**config.mk**
```make
export PLATFORM = sky130hd
export DESIGN_NAME = detector_campos
export DESIGN_NICKNAME = d
export VERILOG_FILES = /design/src/rtl/detector_campos.sv
export SDC_FILE = /design/constraint.sdc
export NUM_CORES = 1
export LEC_CHECK = 0
export CAP_MARGIN = 15
export CORE_MARGIN = 3
export CORE_UTILIZATION = 59
export CTS_BUF_LIST = sky130_fd_sc_hd__clkbuf_2
export DETAILED_ROUTE_END_ITERATION = 12
export PLACE_DENSITY = 0.83
export RECOVER_POWER = 100
export SYNTH_ARGS = -nofsm -noshare
export SYNTH_HDL_FRONTEND = slang
export SYNTH_SLANG_ARGS = --single-unit
```
**constraint.sdc**
```tcl
create_clock -name clock -period 7.1 [get_ports clock]
set_input_delay 1.065 -clock clock [delete_from_list [all_inputs] [get_ports clock]]
set_output_delay 1.065 -clock clock [all_outputs]
set_load 0.1 [all_outputs]
```
**src/rtl/detector_campos.sv**
```systemverilog
// Weighted-score detector: keypad entry of N_CAMPOS decimal fields, then a
// serial multiply-accumulate against per-field weights and a threshold compare.
module detector_campos #(
    parameter int N_CAMPOS  = 7,
    parameter int N_DIGITOS = 3,
    parameter int W_PESO    = 8,
    localparam int W_VAL    = $clog2(10**N_DIGITOS),
    localparam int W_CAMPO  = $clog2(N_CAMPOS),
    localparam int W_PONT   = W_VAL + W_PESO + W_CAMPO,
    localparam int W_ND     = $clog2(N_DIGITOS + 1)
) (
    input  logic                       clock,
    input  logic                       reset,
    input  logic [9:0]                 teclas,
    input  logic                       tecla_proximo,
    input  logic                       tecla_limpar,
    input  logic [N_CAMPOS*W_PESO-1:0] pesos,
    input  logic [W_PONT-1:0]          limiar,
    output logic [1:0]                 estado,
    output logic [W_CAMPO-1:0]         campo,
    output logic [4*N_DIGITOS-1:0]     digitos_bcd,
    output logic [W_ND-1:0]            n_digitos,
    output logic [W_PONT-1:0]          pontuacao,
    output logic                       resultado,
    output logic                       pronto
);

    // state     | meaning
    // ENTRADA   | collecting digits of field `campo`
    // CALCULO   | one multiply-accumulate per cycle over all fields
    // RESULTADO | score and decision held until clear/next
    typedef enum logic [1:0] {
        ENTRADA   = 2'd0,
        CALCULO   = 2'd1,
        RESULTADO = 2'd2
    } estado_t;

    estado_t               estado_q, estado_n;
    logic [W_CAMPO-1:0]    campo_q, campo_n;
    logic [4*N_DIGITOS-1:0] bcd_q, bcd_n;
    logic [W_ND-1:0]       nd_q, nd_n;
    logic [W_VAL-1:0]      valor_q, valor_n;
    logic [W_VAL-1:0]      valores_q [N_CAMPOS];
    logic [W_VAL-1:0]      valores_n [N_CAMPOS];
    logic [W_PONT-1:0]     acc_q, acc_n;
    logic [W_CAMPO-1:0]    idx_q, idx_n;
    logic [W_PONT-1:0]     pont_q, pont_n;
    logic                  res_q, res_n;
    logic                  pronto_q, pronto_n;

    // Edge-detect history; reset to 1 so keys held through reset stay silent.
    logic [9:0]            teclas_h;
    logic                  prox_h, limpar_h;

    logic [9:0]            subida;
    logic                  ev_prox, ev_limpar, ev_digito, limpa;
    logic [3:0]            digito;
    logic [W_VAL+W_PESO-1:0] produto;
    logic [W_PONT-1:0]     soma;

    always_comb begin
        subida    = teclas & ~teclas_h;
        ev_prox   = tecla_proximo & ~prox_h;
        ev_limpar = tecla_limpar & ~limpar_h;
        ev_digito = $onehot(subida);
        digito    = 4'd0;
        for (int d = 0; d < 10; d++)
            if (subida[d]) digito = 4'(d);
        limpa = ev_limpar | (ev_prox && (estado_q == RESULTADO));
    end

    always_comb begin
        estado_n  = estado_q;
        campo_n   = campo_q;
        bcd_n     = bcd_q;
        nd_n      = nd_q;
        valor_n   = valor_q;
        valores_n = valores_q;
        acc_n     = acc_q;
        idx_n     = idx_q;
        pont_n    = pont_q;
        res_n     = res_q;
        pronto_n  = pronto_q;
        produto   = valores_q[idx_q] * pesos[idx_q*W_PESO +: W_PESO];
        soma      = acc_q + W_PONT'(produto);
        case (estado_q)
            ENTRADA: begin
                if (ev_prox) begin
                    valores_n[campo_q] = valor_q;
                    bcd_n   = '0;
                    nd_n    = '0;
                    valor_n = '0;
                    if (campo_q == W_CAMPO'(N_CAMPOS - 1)) begin
                        estado_n = CALCULO;
                        acc_n    = '0;
                        idx_n    = '0;
                    end else begin
                        campo_n = campo_q + 1'b1;
                    end
                end else if (ev_digito && (nd_q < W_ND'(N_DIGITOS))) begin
                    bcd_n   = {bcd_q[4*N_DIGITOS-5:0], digito};
                    valor_n = W_VAL'(valor_q * 10 + digito);
                    nd_n    = nd_q + 1'b1;
                end
            end
            CALCULO: begin
                acc_n = soma;
                if (idx_q == W_CAMPO'(N_CAMPOS - 1)) begin
                    estado_n = RESULTADO;
                    pont_n   = soma;
                    res_n    = (soma >= limiar);
                    pronto_n = 1'b1;
                end else begin
                    idx_n = idx_q + 1'b1;
                end
            end
            default: ;
        endcase
    end

    always_ff @(posedge clock or posedge reset) begin
        if (reset) begin
            teclas_h  <= '1;
            prox_h    <= 1'b1;
            limpar_h  <= 1'b1;
            estado_q  <= ENTRADA;
            campo_q   <= '0;
            bcd_q     <= '0;
            nd_q      <= '0;
            valor_q   <= '0;
            valores_q <= '{default: '0};
            acc_q     <= '0;
            idx_q     <= '0;
            pont_q    <= '0;
            res_q     <= 1'b0;
            pronto_q  <= 1'b0;
        end else begin
            teclas_h <= teclas;
            prox_h   <= tecla_proximo;
            limpar_h <= tecla_limpar;
            if (limpa) begin
                estado_q  <= ENTRADA;
                campo_q   <= '0;
                bcd_q     <= '0;
                nd_q      <= '0;
                valor_q   <= '0;
                valores_q <= '{default: '0};
                acc_q     <= '0;
                idx_q     <= '0;
                pont_q    <= '0;
                res_q     <= 1'b0;
                pronto_q  <= 1'b0;
            end else begin
                estado_q  <= estado_n;
                campo_q   <= campo_n;
                bcd_q     <= bcd_n;
                nd_q      <= nd_n;
                valor_q   <= valor_n;
                valores_q <= valores_n;
                acc_q     <= acc_n;
                idx_q     <= idx_n;
                pont_q    <= pont_n;
                res_q     <= res_n;
                pronto_q  <= pronto_n;
            end
        end
    end

    assign estado      = estado_q;
    assign campo       = campo_q;
    assign digitos_bcd = bcd_q;
    assign n_digitos   = nd_q;
    assign pontuacao   = pont_q;
    assign resultado   = res_q;
    assign pronto      = pronto_q;

endmodule

```
Word level (Yosys, flattened, before mapping)
Cells that the tools add are included.
{"block": "totals", "ff_bits": 158, "out_inout_bits": 42, "in_bits": 91, "word_cells": 135}
{"block": "classes", "shift": 1, "n_addsub": 14, "n_eq_ne": 10, "reduce_logical": 17, "magnitude_cmp": 5, "n_mul": 2, "n_mux": 57, "bitwise_logic": 9}
{"cell": "2-to-1 mux 70 bit", "count": 3}
{"cell": "2-to-1 mux 21 bit", "count": 6}
{"cell": "bitwise mux 70 bit", "count": 1}
{"cell": "2-to-1 mux 10 bit", "count": 7}
{"cell": "variable part select 56 x 7 -> 8 bit", "count": 1}
{"cell": "2-to-1 mux 12 bit", "count": 4}
{"cell": "one-hot mux 21 bit (2 select lines)", "count": 1}
{"cell": "2-to-1 mux 4 bit", "count": 8}
{"cell": "binary-select mux 10 bit (select 3 bit)", "count": 1}
{"cell": "demux 10 bit (select 3 bit)", "count": 1}
{"cell": "2-to-1 mux 3 bit", "count": 8}
{"cell": "adder 21 x 18 -> 21 bit", "count": 1}
{"cell": ">= comparator 21 bit", "count": 1}
{"cell": "multiplier 10 x 8 -> 18 bit", "count": 1}
{"cell": "2-to-1 mux 2 bit", "count": 8}
{"cell": "inequality test 3 bit (second input constant)", "count": 4}
{"cell": "adder 1 x 1 -> 2 bit", "count": 5}
{"cell": "adder 10 x 4 -> 10 bit", "count": 1}
{"cell": "AND 10 bit", "count": 1}
{"cell": "multiplier 10 x 3 -> 9 bit (second input constant)", "count": 1}
{"cell": "NOT 10 bit", "count": 1}
{"cell": ">= comparator 4 bit (second input constant)", "count": 2}
{"cell": "NOT 3 -> 4 bit", "count": 2}
{"cell": "AND reduction 4 bit", "count": 2}
{"cell": "other kinds (24)", "count": 44}

Longest topological paths before layout
Gate-level depths: netlist of run 1.
{"block": "logic_depth", "ltp_word": 16, "mapped_depth": 29}

Worst setup path before layout of run 1
OpenSTA, ideal clock, no wires.
{"block": "synth_timing", "path_type": "input to register", "startpoint": "in pesos[30]", "endpoint": "reg res_q, in the netlist resultado", "path_stages": 21, "t_required_ns": 6.968, "arrival_time_ns": 6.616, "setup_time_ns": 0.132, "path_slack_ns": 0.352, "n_path_buf": 0, "path_cell_list": "mux4_2 -> o21ai_1 -> nand2b_1 -> fa_1 -> fa_1 -> inv_1 -> fa_1 -> inv_1 -> fa_1 -> inv_1 -> ha_1 -> nand2_1 -> a21o_1 -> a311o_4 -> o21ai_2 -> xor2_2 -> ha_1 -> a21o_1 -> a21o_1 -> a2111oi_0 -> o31ai_1"}
{"block": "synth_via", "elab_chain_len": 7}
{"item": "from (decl)", "line_no": "17", "source": "input logic [N_CAMPOS*W_PESO-1:0] pesos,"}
{"item": "variable part select 56 x 7 -> 8 bit", "line_no": "84", "source": "produto = valores_q[idx_q] * pesos[idx_q*W_PESO +: W_PESO];"}
{"item": "multiplier 10 x 8 -> 18 bit", "line_no": "84"}
{"item": "adder 21 x 18 -> 21 bit", "line_no": "85", "source": "soma = acc_q + W_PONT'(produto);"}
{"item": ">= comparator 21 bit", "line_no": "111", "source": "res_n = (soma >= limiar);"}
{"item": "2-to-1 mux 1 bit", "line_no": "108", "source": "if (idx_q == W_CAMPO'(N_CAMPOS - 1)) begin"}
{"item": "2-to-1 mux 1 bit", "line_no": "86", "source": "case (estado_q)"}
{"item": "2-to-1 mux 1 bit", "line_no": "141", "source": "if (limpa) begin"}
{"item": "to (signal assigned)", "line_no": "163", "source": "res_q <= res_n;"}
{"item": "to (decl)", "line_no": "48", "source": "logic res_q, res_n;"}
No other way between the ends. The select of a mux whose other input is x is not followed.
A chain may end at the register's enable or synchronous reset.

Worst setup path in the final report of run 1
{"block": "layout_timing", "startpoint": "reg idx_q[1]", "endpoint": "reg res_q, in the netlist resultado"}
{"block": "layout_via", "elab_chain_len": 10, "elab_cells_between_ends": 14, "cone_classes": "add/sub: 1; mul: 1; order compare: 1; eq/ne: 1; shift: 1; mux: 6; bitwise: 1; reduce/logical: 2"}
{"item": "from (decl)", "line_no": "46", "source": "logic [W_CAMPO-1:0] idx_q, idx_n;"}
{"item": "from (signal assigned)", "line_no": "161", "source": "idx_q <= idx_n;"}
{"item": "parallel branches: the longest is 10 deep, another holds adder 21 x 18 -> 21 bit"}
Several ways; the timed one is not identified. The select of a mux whose other input is x is not followed.

==> results of run 1 <==
-- worst reg2reg max path, cell delays in order, from the launching register on --
cell	delay (ns)
dfrtp_2	0.65
buf_12	0.21
mux4_2	0.34
mux2i_1	0.49
nor2_1	0.14
fa_1	0.50
inv_1	0.05
fa_1	0.51
inv_1	0.07
fa_1	0.54
inv_1	0.06
fa_1	0.54
inv_1	0.04
ha_1	0.35
nand2_1	0.08
a21o_1	0.17
and2_1	0.18
a21oi_1	0.17
xnor2_1	0.16
inv_1	0.07
ha_1	0.29
nand4_1	0.13
nor2_1	0.06
nor4_1	0.21
a221oi_1	0.14
a2111oi_1	0.43
o31ai_1	0.11
-- layer usage --
metal | GRT usage | up-vias | wire (um)
li1 | - | 4247 | -
met1 | 0.393 | 4471 | 12600
met2 | 0.437 | 366 | 13400
met3 | 0.0600 | 36 | 2190
met4 | 0.0637 | 0 | 406
met5 | 0 | - | 0
-- power breakdown --
| part | switching [uW] | internal (uW) |
|---|---|---|
| clock network | 406 | 127 |
| logic | 1060 | 694 |
| registers | 101 | 992 |
| total | 1560 | 1810 |
-- cells by family after synthesis --
logic type / count (synthesis)
compound gates: 269
xor+xnor: 27
fa+ha+maj: 157
buf+inv: 207
flops: 157
mux: 47
simple gates: 290
-- stage by stage --
step | utilization | hold WS (ns) | worst slack, ns | total power (uW)
floorplan | - | 0.445 | 0.352 | 2230
finish | 0.727 | 0.520 | 0.330 | 3380
CTS | 0.724 | 0.522 | 0.180 | 3380
global route | 0.727 | 0.543 | -0.0145 | 3620
detailed placement | 0.709 | 0.470 | -0.226 | 2840
global placement | 0.709 | 0.457 | -0.178 | 2790
-- layout make-up --
cell class	count	area, sq um	share of cell area
clock inverter	15	196	0.0144
antenna	1	2.50	0.000183
multi-input combinational	790	6640	0.485
timing repair buffer	203	1870	0.136
tap	260	325	0.0238
inverter	165	621	0.0454
clock buffer	17	85.1	0.00622
sequential	157	3950	0.289
-- worst max path at each step --
stage                     end      start  cells past startpoint
finish              resultado   idx_q[1]                     26
global placement    resultado  pesos[14]                     22
CTS                 resultado   idx_q[0]                     25
global route        resultado   idx_q[0]                     25
detailed placement  resultado  pesos[14]                     25
floorplan           resultado  pesos[30]                     21
-- state kept, by name, summed over array words and instances (netlist names) --
name	cells
acc_q	21
campo	3
digitos_bcd	12
estado	2
idx_q	3
limpar_h	1
n_digitos	2
pontuacao	21
pronto	1
prox_h	1
resultado	1
teclas_h	10
valor_q	9
valores_q	70
-- repair_timing --
action	in CTS	in global routing
endpoints found under the setup margin	0	1
buffers inserted	0	6
gates resized for setup	0	3
-- cells in the final DEF, fill, tap and decap left out, drive strengths merged, types with 9 or more instances in the layout --
master,n
a21o,22
a21oi,33
a22o,55
buf,65
clkbuf,23
clkdlybuf4s50,77
clkinv,10
dfrtp,145
dfstp,12
dlygate4sd3,55
fa,72
ha,85
inv,169
mux2i,28
mux4,18
nand2,130
nand2b,24
nor2,69
nor2b,14
o211ai,9
o21ai,116
or2,9
xnor2,17
xor2,10
==> summary.txt, run 1 <==
Status = complete, but fails checks
Failing checks = max-capacitance violations, max-slew violations
WS Path Type = flip-flop to flip-flop
Total gr overflow = 0
CP max stage delay = 0.65 ns
Dominant cells by area after synthesis = dfrtp_1, fa_1, ha_1, inv_1, o21ai_0
Hold path endpoint = valores_q[36]
Min-delay src = valores_q[36]
Count leader, synth = inv_1
Die ar. = 21000 sq um
Post-Route WL = 28600 um
Clk sinks = 157
CP Launch Type = flip-flop
Multiplexer area fraction after synthesis = 0.0612
Number of global-route vias before repair = 9292
Crit path capture type = flip-flop
Vias = 9120
Synth top area share = 0.319
GPL Wtd Cong = 0.908
Global-route wire length before repair = 47400 um
Worst-path maximum fanout = 16
Post-synth EDFFs = 0
Clk pin slew, worst setup/hold paths = 0.30 ns
Ys Warns = 0
Worst Path Required = 7.79 ns
RR Startpoint = idx_q[1]
CTS tree = done
Post-DP HPWL = 22200 um
Seq/Total Area, Yosys = 0.346
Synth-to-Final Area Change = 20.1%
Mean Syn Cell Area = 9.87 sq um
Ports = 133
Vias per cell = 5.67
Die Ht = 145 um
H-tree levels = 4
Setup_tns = 0 ns
Setup slack, reg-to-reg = 0.33 ns
Yosys reg bits = 157
Power per Cell Area = 247 nW/um^2
Crit-path leading delay family = adder cells
DRT Pass-1 Iters = 6
Slew Viols, Final = 99
Residual DRC count = 0
Worst R2R End = resultado
Post-Synth XOR/XNOR Area = 0.0221
Initial drt markers = 703
Filler cell count = 1328
Initial Util = 0.605
Cell area after placement = 13400 sq um
CTS root buf = clkbuf_2
Clk buf depth = 2
Cell mode on critical path = inv_1
Area leader, netlist = dfrtp_1
IO Port Bufs = 132
Slew margin rel. = -1.87
Least-Margin Pin Slew = 4.28 ns
Top cells by count, synth = inv_1, dfrtp_1, nand2_1
GRT Total Usage = 0.275
Clock Latency Late Sink = 0.78 ns
Crit share post-route = 0.954
Asr flop ratio synth = 1.00
Mapped Cells = 1154
Die X-Extent = 145 um
Placed Cells = 1568
Max-cap violations = 1
Count of final hold-check violations = 0
Num CTS Buffers = 17
Synth Area in Compound Gates = 0.160
Synth Area in Simple Gates = 0.118
Hold_buf cts = 0
Post-Syn Nets = 1402
Worst Path Arrival = 7.46 ns
Post-route antenna net violation count = 0
Initial antenna violation count = 1
Post-Layout Cell Count = 1608
Synthesized area = 11400 sq um
Post-route cell area = 13700 sq um
Final worst path period need = 6.77 ns
Synth Area in Adders = 0.220
Crit-path slowest cell = dfrtp_2
Clk_skew = 0.0629 ns
Largest net degree at the start of global routing = 99
FP Rows = 50
Leakage = 0.00686 uW
Buf+Inv Stages, Crit Path = 6
Worst vdd ir = 256 uV
Share of cells above drive strength 1 = 0.125
WL/cell = 17.8 um
Distinct cells, synth = 66
Final setup fails = 0
Hold WC Path Type = flip-flop to flip-flop
Largest family of logic cells by synthesized area = adder cells
Core area = 18800 sq um
WHS Path Cells = 2
Top FF cell, synth = dfrtp_1
Max Fclk = 148 MHz
Reg2reg path depth = 26
Nets = 1582
Note: power is estimated with default switching activity, not from simulation.
==> run 2, diff against run 1 <==
--- a/config.mk
+++ b/config.mk
@@ -12,6 +12,7 @@
 export DETAILED_ROUTE_END_ITERATION = 12
 export PLACE_DENSITY = 0.83
 export RECOVER_POWER = 100
+export SLEW_MARGIN = 20
 export SYNTH_ARGS = -nofsm -noshare
 export SYNTH_HDL_FRONTEND = slang
 export SYNTH_SLANG_ARGS = --single-unit
==> run 2 against run 1 <==
The run still ends with max-capacitance violations, max-slew violations left. Sequential cell count is the same. Fmax fell by 0.15%. Clock skew is 0.0025 ns lower. Die area is the same. Sequential share of layout area about the same. Critical endpoint unchanged. Largest cell class unchanged. Highest routed layer unchanged.
==> summary.txt, run 2 (same netlist as run 1, synthesis figures left out) <==
Status = complete, but fails checks
Failing checks = max-capacitance violations, max-slew violations
Largest net degree at the start of global routing = 99 (unchanged)
Initial antenna violation count = 1 (unchanged)
P_int = 1810 uW (about the same)
Max reg flops = 70 (unchanged)
Global-route wire length before repair = 47400 um (unchanged)
Crit-path leading delay family = adder cells
Number of global-route vias before repair = 9292 (unchanged)
H-tree levels = 4 (unchanged)
Clk_skew = 0.0604 ns (-0.00250 ns)
Worst Path Arrival = 7.48 ns (+0.02 ns)
Clock Latency Late Sink = 0.79 ns (about the same)
Num CTS Buffers = 17 (unchanged)
Total gr overflow = 0 (unchanged)
Sequential power share = 0.324 (about the same)
Hold_buf cts = 0 (unchanged)
Buf+Inv Stages, Crit Path = 6 (unchanged)
Slew Viols, Final = 114 (+15%)
Crit share post-route = 0.955 (+0.00146)
CP max stage delay = 0.65 ns (about the same)
Commonest non-fill, non-tap cell in the layout = inv_1
Post-Route WL = 28500 um (-0.44%)
Worst-path maximum fanout = 16 (unchanged)
Die ar. = 21000 sq um (unchanged)
Synth-to-Final Area Change = 20.0%
Residual DRC count = 0 (unchanged)
Clk sinks = 157 (unchanged)
FP Rows = 50 (unchanged)
Ports = 133 (unchanged)
Count of final hold-check violations = 0 (unchanged)
RR Startpoint = idx_q[1]
Vias per cell = 5.65 (-0.45%)
Post-Place Worst Slack = -0.226 ns (unchanged)
CTS root buf = clkbuf_2
Cell mode on critical path = inv_1
Fin worst setup slack = 0.319 ns (-0.0104 ns)
WHS Path Cells = 2 (unchanged)
Worst R2R End = resultado
Worst vdd ir = 255 uV (-0.10%)
IO Port Bufs = 132 (unchanged)
GRT Total Usage = 0.275 (unchanged)
Clk buf depth = 2 (unchanged)
Reg2reg path depth = 26 (unchanged)
Max Fclk = 147 MHz (-0.15%)
Initial Util = 0.605 (unchanged)
Crit-path slowest cell = dfrtp_2
Hold WC Path Type = flip-flop to flip-flop
Final worst path period need = 6.78 ns (+0.0104 ns)
Initial drt markers = 789 (+12%)
WS Path Type = flip-flop to flip-flop
Vias = 9073 (-0.52%)
CTS tree = done
Slew margin rel. = -1.86 (+0.0162)
Die X-Extent = 145 um (unchanged)
CP Launch Type = flip-flop
Clk pin slew, worst setup/hold paths = 0.30 ns (about the same)
Post-DP HPWL = 22200 um (unchanged)
Share of cells above drive strength 1 = 0.123 (-0.00214)
Crit path capture type = flip-flop
Least-Margin Pin Slew = 4.26 ns (-0.0242 ns)
Power per Cell Area = 247 nW/um^2 (about the same)
Hold path endpoint = valores_q[35]
DRT Pass-1 Iters = 7 (+1)
Nets = 1581 (-0.063%)
NetSw = 1560 uW (-0.18%)
Logic pwr share = 0.518 (about the same)
Post-route antenna net violation count = 0 (unchanged)
Hold WS = 0.520 ns (-0.0000230 ns)
Switching share of total power = 0.463 (about the same)
Min-delay src = valores_q[35]
Worst Path Required = 7.80 ns (about the same)
Final setup fails = 0 (unchanged)
Setup slack, reg-to-reg = 0.32 ns (about the same)
Crit path depth = 26 (unchanged)
Core area = 18800 sq um (unchanged)
Clock share of power = 0.158 (about the same)
Most frequent cells in the layout = inv_1, dfrtp_1, nand2_1
Die Ht = 145 um (unchanged)
Max-cap violations = 2 (+1)
Leakage = 0.00685 uW (-0.13%)
GPL Wtd Cong = 0.908 (unchanged)
WL/cell = 17.7 um (-0.37%)
Most flops, register = valores_q
## run 2: changes by cell type in the layout (fill, tap and decap cells not counted), sizes merged
| cell | previous run | this run |
|---|---|---|
| buf | 65 | 63 |
| clkbuf | 23 | 24 |
## run 2: repair_timing
action / 4_1_cts / 5_1_grt
setup endpoints to repair: 0 / 1
buffers inserted: 0 / 6
gates resized for setup: 0 / 3
## run 2: final cells by class
type                    instances  area (sq um)
flip-flops and latches        157          3950
well taps                     260           325
multi-input cells             790          6630
clock buffers                  17          85.1
inverters                     165           621
clock inverters                15           196
repair buffers                202          1850
diodes                          1          2.50
fillers                      1332          5160
## run 2: through the flow
step | setup TNS [ns] | utilization | instances | total power, uW | area, sq um
6_report | 0 | 0.726 | 1607 | 3370 | 13700
5_1_grt | -0.0141 | 0.726 | 1607 | 3620 | 13700
4_1_cts | 0 | 0.724 | 1600 | 3380 | 13600
3_5_place_dp | -0.226 | 0.709 | 1568 | 2840 | 13400
3_3_place_gp | -0.178 | 0.709 | 1568 | 2790 | 13400
2_1_floorplan | 0 | - | 1154 | 2230 | 11400
## run 2: how the worst max path moves through the flow
stage / from / to / slack [ns]
after floorplan: pesos[30] / resultado / 0.35
after global placement: pesos[14] / resultado / -0.18
after detailed placement: pesos[14] / resultado / -0.23
after CTS: idx_q[0] / resultado / 0.18
after global routing: idx_q[0] / resultado / -0.01
final: idx_q[1] / resultado / 0.32
## run 2: tightest hold or removal path: stages (launching register included)
cell	delay [ns]
dfrtp_1	0.41
nand2_1	0.04
o21ai_0	0.06
## run 2: metal layers
metal  track usage  vias to the layer above  wire length (um)
li1              -                     4250                 -
met1         0.393                     4427             12500
met2         0.437                      362             13400
met3        0.0600                       34              2230
met4        0.0637                        0               408
met5             0                        -                 0
## run 2: power by group through the flow
stage / registers, uW / clock network, uW / logic [uW]
global route: 1110 / 579 / 1940
detailed placement: 1110 / 0 / 1730
CTS: 1090 / 545 / 1750
global placement: 1100 / 0 / 1680
floorplan: 1210 / 0 / 1030
finish: 1090 / 532 / 1750
